$ cat config.mk
export PLATFORM = sky130hd
export DESIGN_NAME = nap_time_setter
export DESIGN_NICKNAME = d
export VERILOG_FILES = /design/src/rtl/nap_setter_pkg.sv /design/src/rtl/bcd_time_inc.sv /design/src/rtl/nap_time_setter.sv
export SDC_FILE = /design/constraint.sdc
export NUM_CORES = 1
export LEC_CHECK = 0
export ABC_CLOCK_PERIOD_IN_PS = 2500
export CAP_MARGIN = 20
export CORE_MARGIN = 5
export CORE_UTILIZATION = 55
export CTS_CLUSTER_DIAMETER = 40
export CTS_CLUSTER_SIZE = 24
export DETAILED_ROUTE_END_ITERATION = 10
export MAX_ROUTING_LAYER = met4
export PLACE_DENSITY = 0.87
export SYNTH_ARGS = -nofsm -noshare
export SYNTH_HDL_FRONTEND = slang
export SYNTH_SLANG_ARGS = --single-unit
$ cat constraint.sdc
create_clock -name clock -period 2.5 [get_ports clock]
set_input_delay 0.25 -clock clock [delete_from_list [all_inputs] [get_ports clock]]
set_output_delay 0.25 -clock clock [all_outputs]
set_load 0.005 [all_outputs]
$ cat src/rtl/nap_setter_pkg.sv
// Shared types and constants for the nap timer keypad time setter.
package nap_setter_pkg;

    localparam int BCD_W = 4;
    localparam int CNT_W = 11;

    typedef enum logic [1:0] {
        IDLE = 2'd0,
        ADD  = 2'd1,
        DONE = 2'd2
    } state_t;

    typedef logic [CNT_W-1:0] cnt_t;

    typedef struct packed {
        logic [BCD_W-1:0] ten_min;
        logic [BCD_W-1:0] one_min;
        logic [BCD_W-1:0] ten_sec;
        logic [BCD_W-1:0] one_sec;
    } bcd_time_t;

    // Seconds added per key; entry 0 is the clear key and adds nothing.
    localparam cnt_t KEY_INC_SEC [0:9] = '{
        11'd0, 11'd5, 11'd30, 11'd60, 11'd120,
        11'd300, 11'd600, 11'd900, 11'd1200, 11'd1800
    };

endpackage

$ cat src/rtl/bcd_time_inc.sv
// Combinational +1 second on a BCD mm:ss value, holding at the MAX_MIN:59 ceiling.
module bcd_time_inc
    import nap_setter_pkg::*;
#(
    parameter int MAX_MIN = 99
) (
    input  bcd_time_t cur,
    output bcd_time_t nxt,
    output logic      sat
);

    localparam logic [BCD_W-1:0] MAX_TEN = 4'(MAX_MIN / 10);
    localparam logic [BCD_W-1:0] MAX_ONE = 4'(MAX_MIN % 10);

    always_comb begin
        sat = (cur.ten_min == MAX_TEN) && (cur.one_min == MAX_ONE) &&
              (cur.ten_sec == 4'd5) && (cur.one_sec == 4'd9);
        nxt = cur;
        if (!sat) begin
            if (cur.one_sec != 4'd9) begin
                nxt.one_sec = cur.one_sec + 4'd1;
            end else begin
                nxt.one_sec = 4'd0;
                if (cur.ten_sec != 4'd5) begin
                    nxt.ten_sec = cur.ten_sec + 4'd1;
                end else begin
                    nxt.ten_sec = 4'd0;
                    if (cur.one_min != 4'd9) begin
                        nxt.one_min = cur.one_min + 4'd1;
                    end else begin
                        nxt.one_min = 4'd0;
                        nxt.ten_min = cur.ten_min + 4'd1;
                    end
                end
            end
        end
    end

endmodule

$ cat src/rtl/nap_time_setter.sv
// Keypad time setter: one-hot key presses add preset seconds to a BCD mm:ss value.
// Optional NAP_KEY_REPEAT_EN adds auto-repeat of a held add key while idle.
module nap_time_setter
    import nap_setter_pkg::*;
#(
    parameter int NUM_KEYS      = 10,
    parameter int MAX_MIN       = 99,
    parameter int REPEAT_CYCLES = 50000000
) (
    input  logic                clock,
    input  logic                reset,
    input  logic                sharp,
    input  logic [NUM_KEYS-1:0] keypad,
    output logic                completeSetting,
    output logic                busy,
    output logic [BCD_W-1:0]    one_sec,
    output logic [BCD_W-1:0]    ten_sec,
    output logic [BCD_W-1:0]    one_min,
    output logic [BCD_W-1:0]    ten_min
);

    localparam logic [NUM_KEYS-1:0] KEY_ONE = NUM_KEYS'(1);

    state_t              state, next_state;
    cnt_t                cnt, next_cnt;
    bcd_time_t           cur_time, next_time, inc_time;
    logic                sat;
    logic [NUM_KEYS-1:0] keypad_q;
    logic                sharp_q;
    logic [3:0]          key_idx;
    logic                single, key_ev, clear_ev, add_ev, sharp_ev, time_zero;

    bcd_time_inc #(.MAX_MIN(MAX_MIN)) u_inc (
        .cur (cur_time),
        .nxt (inc_time),
        .sat (sat)
    );

    always_comb begin
        key_idx = 4'd0;
        for (int i = 0; i < NUM_KEYS; i++) begin
            if (keypad[i]) key_idx = 4'(i);
        end
    end

    // A key event needs exactly one line high now, and that line low last cycle.
    assign single    = (keypad != '0) && ((keypad & (keypad - KEY_ONE)) == '0);
    assign key_ev    = single && ((keypad & ~keypad_q) != '0);
    assign clear_ev  = key_ev && (key_idx == 4'd0);
    assign sharp_ev  = sharp && !sharp_q;
    assign time_zero = (cur_time == '0);

`ifdef NAP_KEY_REPEAT_EN
    localparam int REP_W = $clog2(REPEAT_CYCLES + 1);
    logic [REP_W-1:0] rep_cnt;
    logic             held, rep_fire;

    assign held     = single && (keypad == keypad_q) && (key_idx != 4'd0) && (state == IDLE);
    assign rep_fire = held && (rep_cnt == REP_W'(REPEAT_CYCLES - 1));

    always_ff @(posedge clock) begin
        if (reset || !held || rep_fire) rep_cnt <= '0;
        else                            rep_cnt <= rep_cnt + REP_W'(1);
    end

    assign add_ev = (key_ev && (key_idx != 4'd0)) || rep_fire;
`else
    assign add_ev = key_ev && (key_idx != 4'd0);
`endif

    always_comb begin
        next_state = state;
        next_cnt   = cnt;
        next_time  = cur_time;
        if (clear_ev) begin
            next_state = IDLE;
            next_cnt   = '0;
            next_time  = '0;
        end else begin
            case (state)
                IDLE: begin
                    if (add_ev) begin
                        next_cnt   = KEY_INC_SEC[key_idx];
                        next_state = ADD;
                    end else if (sharp_ev && !time_zero) begin
                        next_state = DONE;
                    end
                end
                ADD: begin
                    if (sat) begin
                        next_cnt   = '0;
                        next_state = IDLE;
                    end else begin
                        next_time = inc_time;
                        next_cnt  = cnt - cnt_t'(1);
                        if (cnt <= cnt_t'(1)) next_state = IDLE;
                    end
                end
                DONE:    next_state = DONE;
                default: next_state = IDLE;
            endcase
        end
    end

    always_ff @(posedge clock) begin
        if (reset) begin
            state    <= IDLE;
            cnt      <= '0;
            cur_time <= '0;
            keypad_q <= '0;
            sharp_q  <= 1'b0;
        end else begin
            state    <= next_state;
            cnt      <= next_cnt;
            cur_time <= next_time;
            keypad_q <= keypad;
            sharp_q  <= sharp;
        end
    end

    assign busy            = (state == ADD);
    assign completeSetting = (state == DONE);
    assign one_sec         = cur_time.one_sec;
    assign ten_sec         = cur_time.ten_sec;
    assign one_min         = cur_time.one_min;
    assign ten_min         = cur_time.ten_min;

endmodule
Word-level counts from Yosys, hierarchy flattened
Memory sizes are Yosys's and may differ from the RTL's. Cells that the tools add are included.

Reductions and logical operators: 26. Mux-type cells: 22. Add/subtract/negate cells: 6. Equal/unequal tests: 12. Bitwise gates (word level): 8. Shifts and indexed selects: 0. Multiply operators: 0. $lt $le $gt $ge: 2. Div/mod/pow operators: 0.

Operators by type and width (number): 2-to-1 mux 11 bit (4); 2-to-1 mux 4 bit (11); one-hot mux 11 bit (2 select lines) (1); bitwise AND 10 bit (2); nonzero test 10 bit (2); adder 4 x 1 -> 4 bit, second input constant (4); zero test 16 bit (1); == test 4 bit, second input constant (3); less-or-equal comparator 11 x 1 -> 1 bit, second input constant (1); subtractor 11 x 1 -> 11 bit, second input constant (1); zero test 10 bit (1); inverter 10 bit (1); subtractor 10 x 1 -> 10 bit, second input constant (1); logical AND 1 bit (9); 2-to-1 mux 2 bit (4); != test 4 bit, second input constant (2); one-hot mux 2 bit (3 select lines) (1); AND reduction 2 bit (3); >= comparator 5 bit, second input constant (1); inverter 4 -> 5 bit (1); AND reduction 5 bit (1); == test 4 x 3 -> 1 bit, second input constant (1); zero test 4 bit (1); != test 4 x 3 -> 1 bit, second input constant (1); other kinds (14) (18).

Word-level logic and storage cells: 85. Memory bits (writable): 0. Output and inout bits: 18. Memories kept: 1. Latch bits: 0. Input bits: 13. Bits in read-only memories: 176. Register bits after elaboration: 40.

Memory list: (name not given) (words 16, width 11, rd ports 1, clocked after memory_dff 0, wr ports 0, line nap_time_setter.sv:83) `next_cnt = KEY_INC_SEC[key_idx];`.

Depth between registers and ports, before layout
Depth after elaboration: 15. Mapped depth: 9. Depth with buffers taken out: 8.

By module
Synthesis repeated with hierarchy kept, for this count alone.

Cells, all modules: 325. Area, all modules: 2514.9 um^2.

By module, submodules not included: nap_time_setter (instances 1, cells an instance 270, seq. area each 800.8 um^2, area each 2115.8 um^2); bcd_time_inc (instances 1, cells an instance 55, seq. area each 0.0 um^2, area each 399.1 um^2).

Worst setup path before layout
No wires, ideal clock.

Kind: register -> register. Start point: register cur_time, in the netlist one_min[1]. End point: register cnt[6]. Arrival: 2.171 ns. Setup time: 0.129 ns. Data required time: 2.371 ns. Clock period less this slack: 2.300 ns. Cell stages (with the launch flop): 8. Path buffers: 1. Path slack: 0.200 ns. Cells stage by stage: dfxtp_1 -> or4_4 -> or4_4 -> o21ai_4 -> buf_6 -> o21ai_2 -> o311ai_2 -> o31ai_1.

Longest elaborated chain between the ends: 6.

Ends and longest elaborated chain: start: declaration (line nap_time_setter.sv:26) `bcd_time_t cur_time, next_time, inc_time;`; start signal: assignment (line nap_time_setter.sv:115) `cur_time <= next_time;`; == test 4 bit (line bcd_time_inc.sv:16) `sat = (cur.ten_min == MAX_TEN) && (cur.one_min == MAX_ONE) &&`; logical AND 1 bit (2 in series) (line bcd_time_inc.sv:16); logical AND 1 bit (line bcd_time_inc.sv:17) `(cur.ten_sec == 4'd5) && (cur.one_sec == 4'd9);`; 2-to-1 mux 11 bit (line nap_time_setter.sv:90) `if (sat) begin`; one-hot mux 11 bit (2 select lines) (line nap_time_setter.sv:80) `case (state)`; end signal: assignment (line nap_time_setter.sv:114) `cnt <= next_cnt;`; end: declaration (line nap_time_setter.sv:25) `cnt_t cnt, next_cnt;`.

Every way passes these cells. A chain may end at the register's enable or synchronous reset.

Worst setup path after layout
Ends and elaborated chain as after synthesis.

==> flow_summary.json <==
{
  "slowest_stage": "or4_4",
  "cts_buffers": 5,
  "grt_pass1_wl_mm": 10.80,
  "area_growth_pct": 24.62,
  "dp_hpwl_mm": 4.749,
  "initial_core_util": 0.5808,
  "wl_mm": 6.538,
  "gp_congestion": 0.9306,
  "grt_pass1_vias": 2293,
  "grt_max_degree": 16,
  "path_class": "register to register",
  "drt_iter0_markers": 291,
  "r2r_slack_ns": 0.1,
  "final_util": 0.7238,
  "rsz0062_at_grt": "false",
  "status": "finished clean",
  "coreArea_um2": 4086,
  "cp_top_family": "simple AND/OR/NAND/NOR gates",
  "drive_above_1_share": 0.1662,
  "whs_ns": 0.4961,
  "critPathCaptureType": "register",
  "antennaDiodeCount": 0,
  "clockBufferDepth": 2,
  "syn_area_per_cell_um2": 7.992,
  "path_max_fanout": 5,
  "ios": 31,
  "fp.dieH_um": 75.69,
  "synth-edff-count": 0,
  "drc": 0,
  "cp.arrival_ns": 2.57,
  "clk_pin_slew_ns": 0.08,
  "antenna_found_initial": 0,
  "ys_types": 60,
  "ant_nets": 0,
  "slew-limit-headroom": 0.4443,
  "powerDensity_nw_per_um2": 406.7,
  "port_buffers": 30,
  "htreeDepth": 2,
  "ys_seq_elements": 40,
  "avgViaCountPerCell": 6.256,
  "worst_slew_pin_slew_ns": 0.8260,
  "setup_slack_ns": 0.09869,
  "slew_viol_final": 0,
  "vdd_ir_drop_max_uv": 463.0,
  "ys.flop_type": "dfxtp_1",
  "period_needed_ns": 2.401,
  "postSynthCellCount": 297,
  "rows": 23,
  "multiInputGateArea_um2": 1435,
  "clockRootBuffer": "clkbuf_8",
  "crit_chain": "or4_4, or4_4, o21ai_4, buf_4, o21ai_2, o311ai_2, o31ai_1",
  "crit_path_start_kind": "register",
  "crit_required_ns": 2.67,
  "pre_cts_ws_ns": -0.04533,
  "routedWlPerCell_um": 16.39,
  "finalSetupTns_ns": 0,
  "dr.pass1.iters": 5,
  "cts_sinks": 40,
  "ff_latch_area_um2": 800.8,
  "synth_seq_area_share": 0.3374,
  "finalSetupViolations": 0,
  "crit_buf_inv": 1,
  "die_area_um2": 5729,
  "max_stage_delay_ns": 0.59,
  "fin_crit_sh": 0.9605,
  "ys_async_sr_fraction": 0,
  "finClkSkew_ns": 0.007867,
  "insertion_delay_ns": 0.29,
  "syn_nets": 315,
  "die_w_um": 75.69,
  "hold_viol_final": 0,
  "ys_warn_count": 0,
  "grt.overflow.total": 0,
  "fmax_mhz": 416.4,
  "hp-class": "register to register",
  "maxCapViolCount": 0,
  "crit_top_cell": "or4_4",
  "nNetsFinal": 367,
  "synth_area_um2": 2374,
  "nFillCells": 325,
  "leakage_nw": 1.140,
  "vias": 2496,
  "grt_usage": 0.2503,
  "cts_tree": "yes"
}
[synthesized netlist by cell type (3+ instances only)]
master,n,share of area
o311ai_0,3,0.011
a21oi_1,17,0.036
nor4_1,9,0.024
nand3_1,8,0.017
dfxtp_1,40,0.34
o22ai_1,3,0.0079
a21o_2,3,0.011
nor3_1,9,0.019
o21ai_0,15,0.032
nand4_1,5,0.013
xor2_1,5,0.018
xnor2_1,7,0.026
inv_1,18,0.028
o211ai_1,3,0.0095
a2111oi_0,3,0.011
o31ai_1,3,0.0095
or4_1,3,0.0095
nand2_1,17,0.027
clkbuf_1,8,0.013
ha_1,5,0.026
nor3b_1,3,0.0095
nor2b_1,9,0.024
or4_4,3,0.014
nand2b_1,4,0.011
a211oi_1,7,0.022
nor2_1,42,0.066
[final timing paths]
path,from,end,cells past startpoint
worst max-delay path,one_min[1],cnt[6],7
worst max register to register,one_min[1],cnt[6],7
worst min register to register,cnt[8],cnt[8],2
worst min-delay path,cnt[8],cnt[8],2
[power by group]
| group | total, mW | internal [mW] | switching [mW] |
|---|---|---|---|
| clock network | 0.417 | 0.189 | 0.228 |
| registers | 0.651 | 0.647 | 0.00366 |
| logic | 0.135 | 0.0606 | 0.0748 |
[cell usage in the layout, fill, tap and decap left out, drive strengths merged, types with 17 or more instances in the layout]
master         Yosys  layout
a21oi             18      18
buf                4      28
clkdlybuf4s50      0      30
dfxtp             40      40
inv               18      18
nand2             17      17
nor2              42      42
o21ai             17      18
[layout make-up]
class	count	area share
clock buffer	5	0.02327
clock inverter	2	0.004230
inverter	18	0.02284
multi-input combinational	226	0.4852
sequential	40	0.2707
tap	50	0.02115
timing repair buffer	58	0.1726
[logic make-up after synthesis]
| logic type | count (synthesis) | synth area share |
|---|---|---|
| XOR/XNOR | 12 | 0.04428 |
| multiplexers | 2 | 0.008435 |
| flip-flops | 40 | 0.3374 |
| adder cells (fa/ha/maj) | 6 | 0.03057 |
| buffers and inverters | 32 | 0.06431 |
| AO/OA/AOI/OAI | 81 | 0.2430 |
| AND/OR/NAND/NOR | 124 | 0.2720 |
[metrics by stage]
stage | power [mW] | area (µm²) | instances
2_1_floorplan | 0.7360 | 2374 | 297
3_3_place_gp | 0.7927 | 2816 | 385
3_5_place_dp | 0.7958 | 2816 | 385
4_1_cts | 1.204 | 2898 | 392
5_1_grt | 1.252 | 2958 | 399
6_report | 1.203 | 2958 | 399
[worst min-delay path, stage by stage, from the launching register on]
cell,delay [ns]
dfxtp_1,0.33
nand2_1,0.06
o32ai_1,0.07
[flip-flops by register name, indices dropped and copies added, names as in the netlist]
register and count:
state 2, ten_min 4, keypad_q 10, one_min 4, sharp_q 1, cnt 11, one_sec 4, ten_sec 4
[layer usage]
layer	global-route usage	vias to the layer above	share of wire
li1	-	1188	-
met1	0.3141	1138	0.42
met2	0.3749	123	0.45
met3	0.07520	47	0.081
met4	0.1029	0	0.048
met5	-	-	0
[what timing repair did]
item                                    4_1_cts  5_1_grt
buffers inserted                              0        6
hold buffers                                  0        0
endpoints found under the hold margin         0        0
endpoints found under the setup margin        0        6
gates resized for setup                       0        1
(Power assumes the default switching activity.)
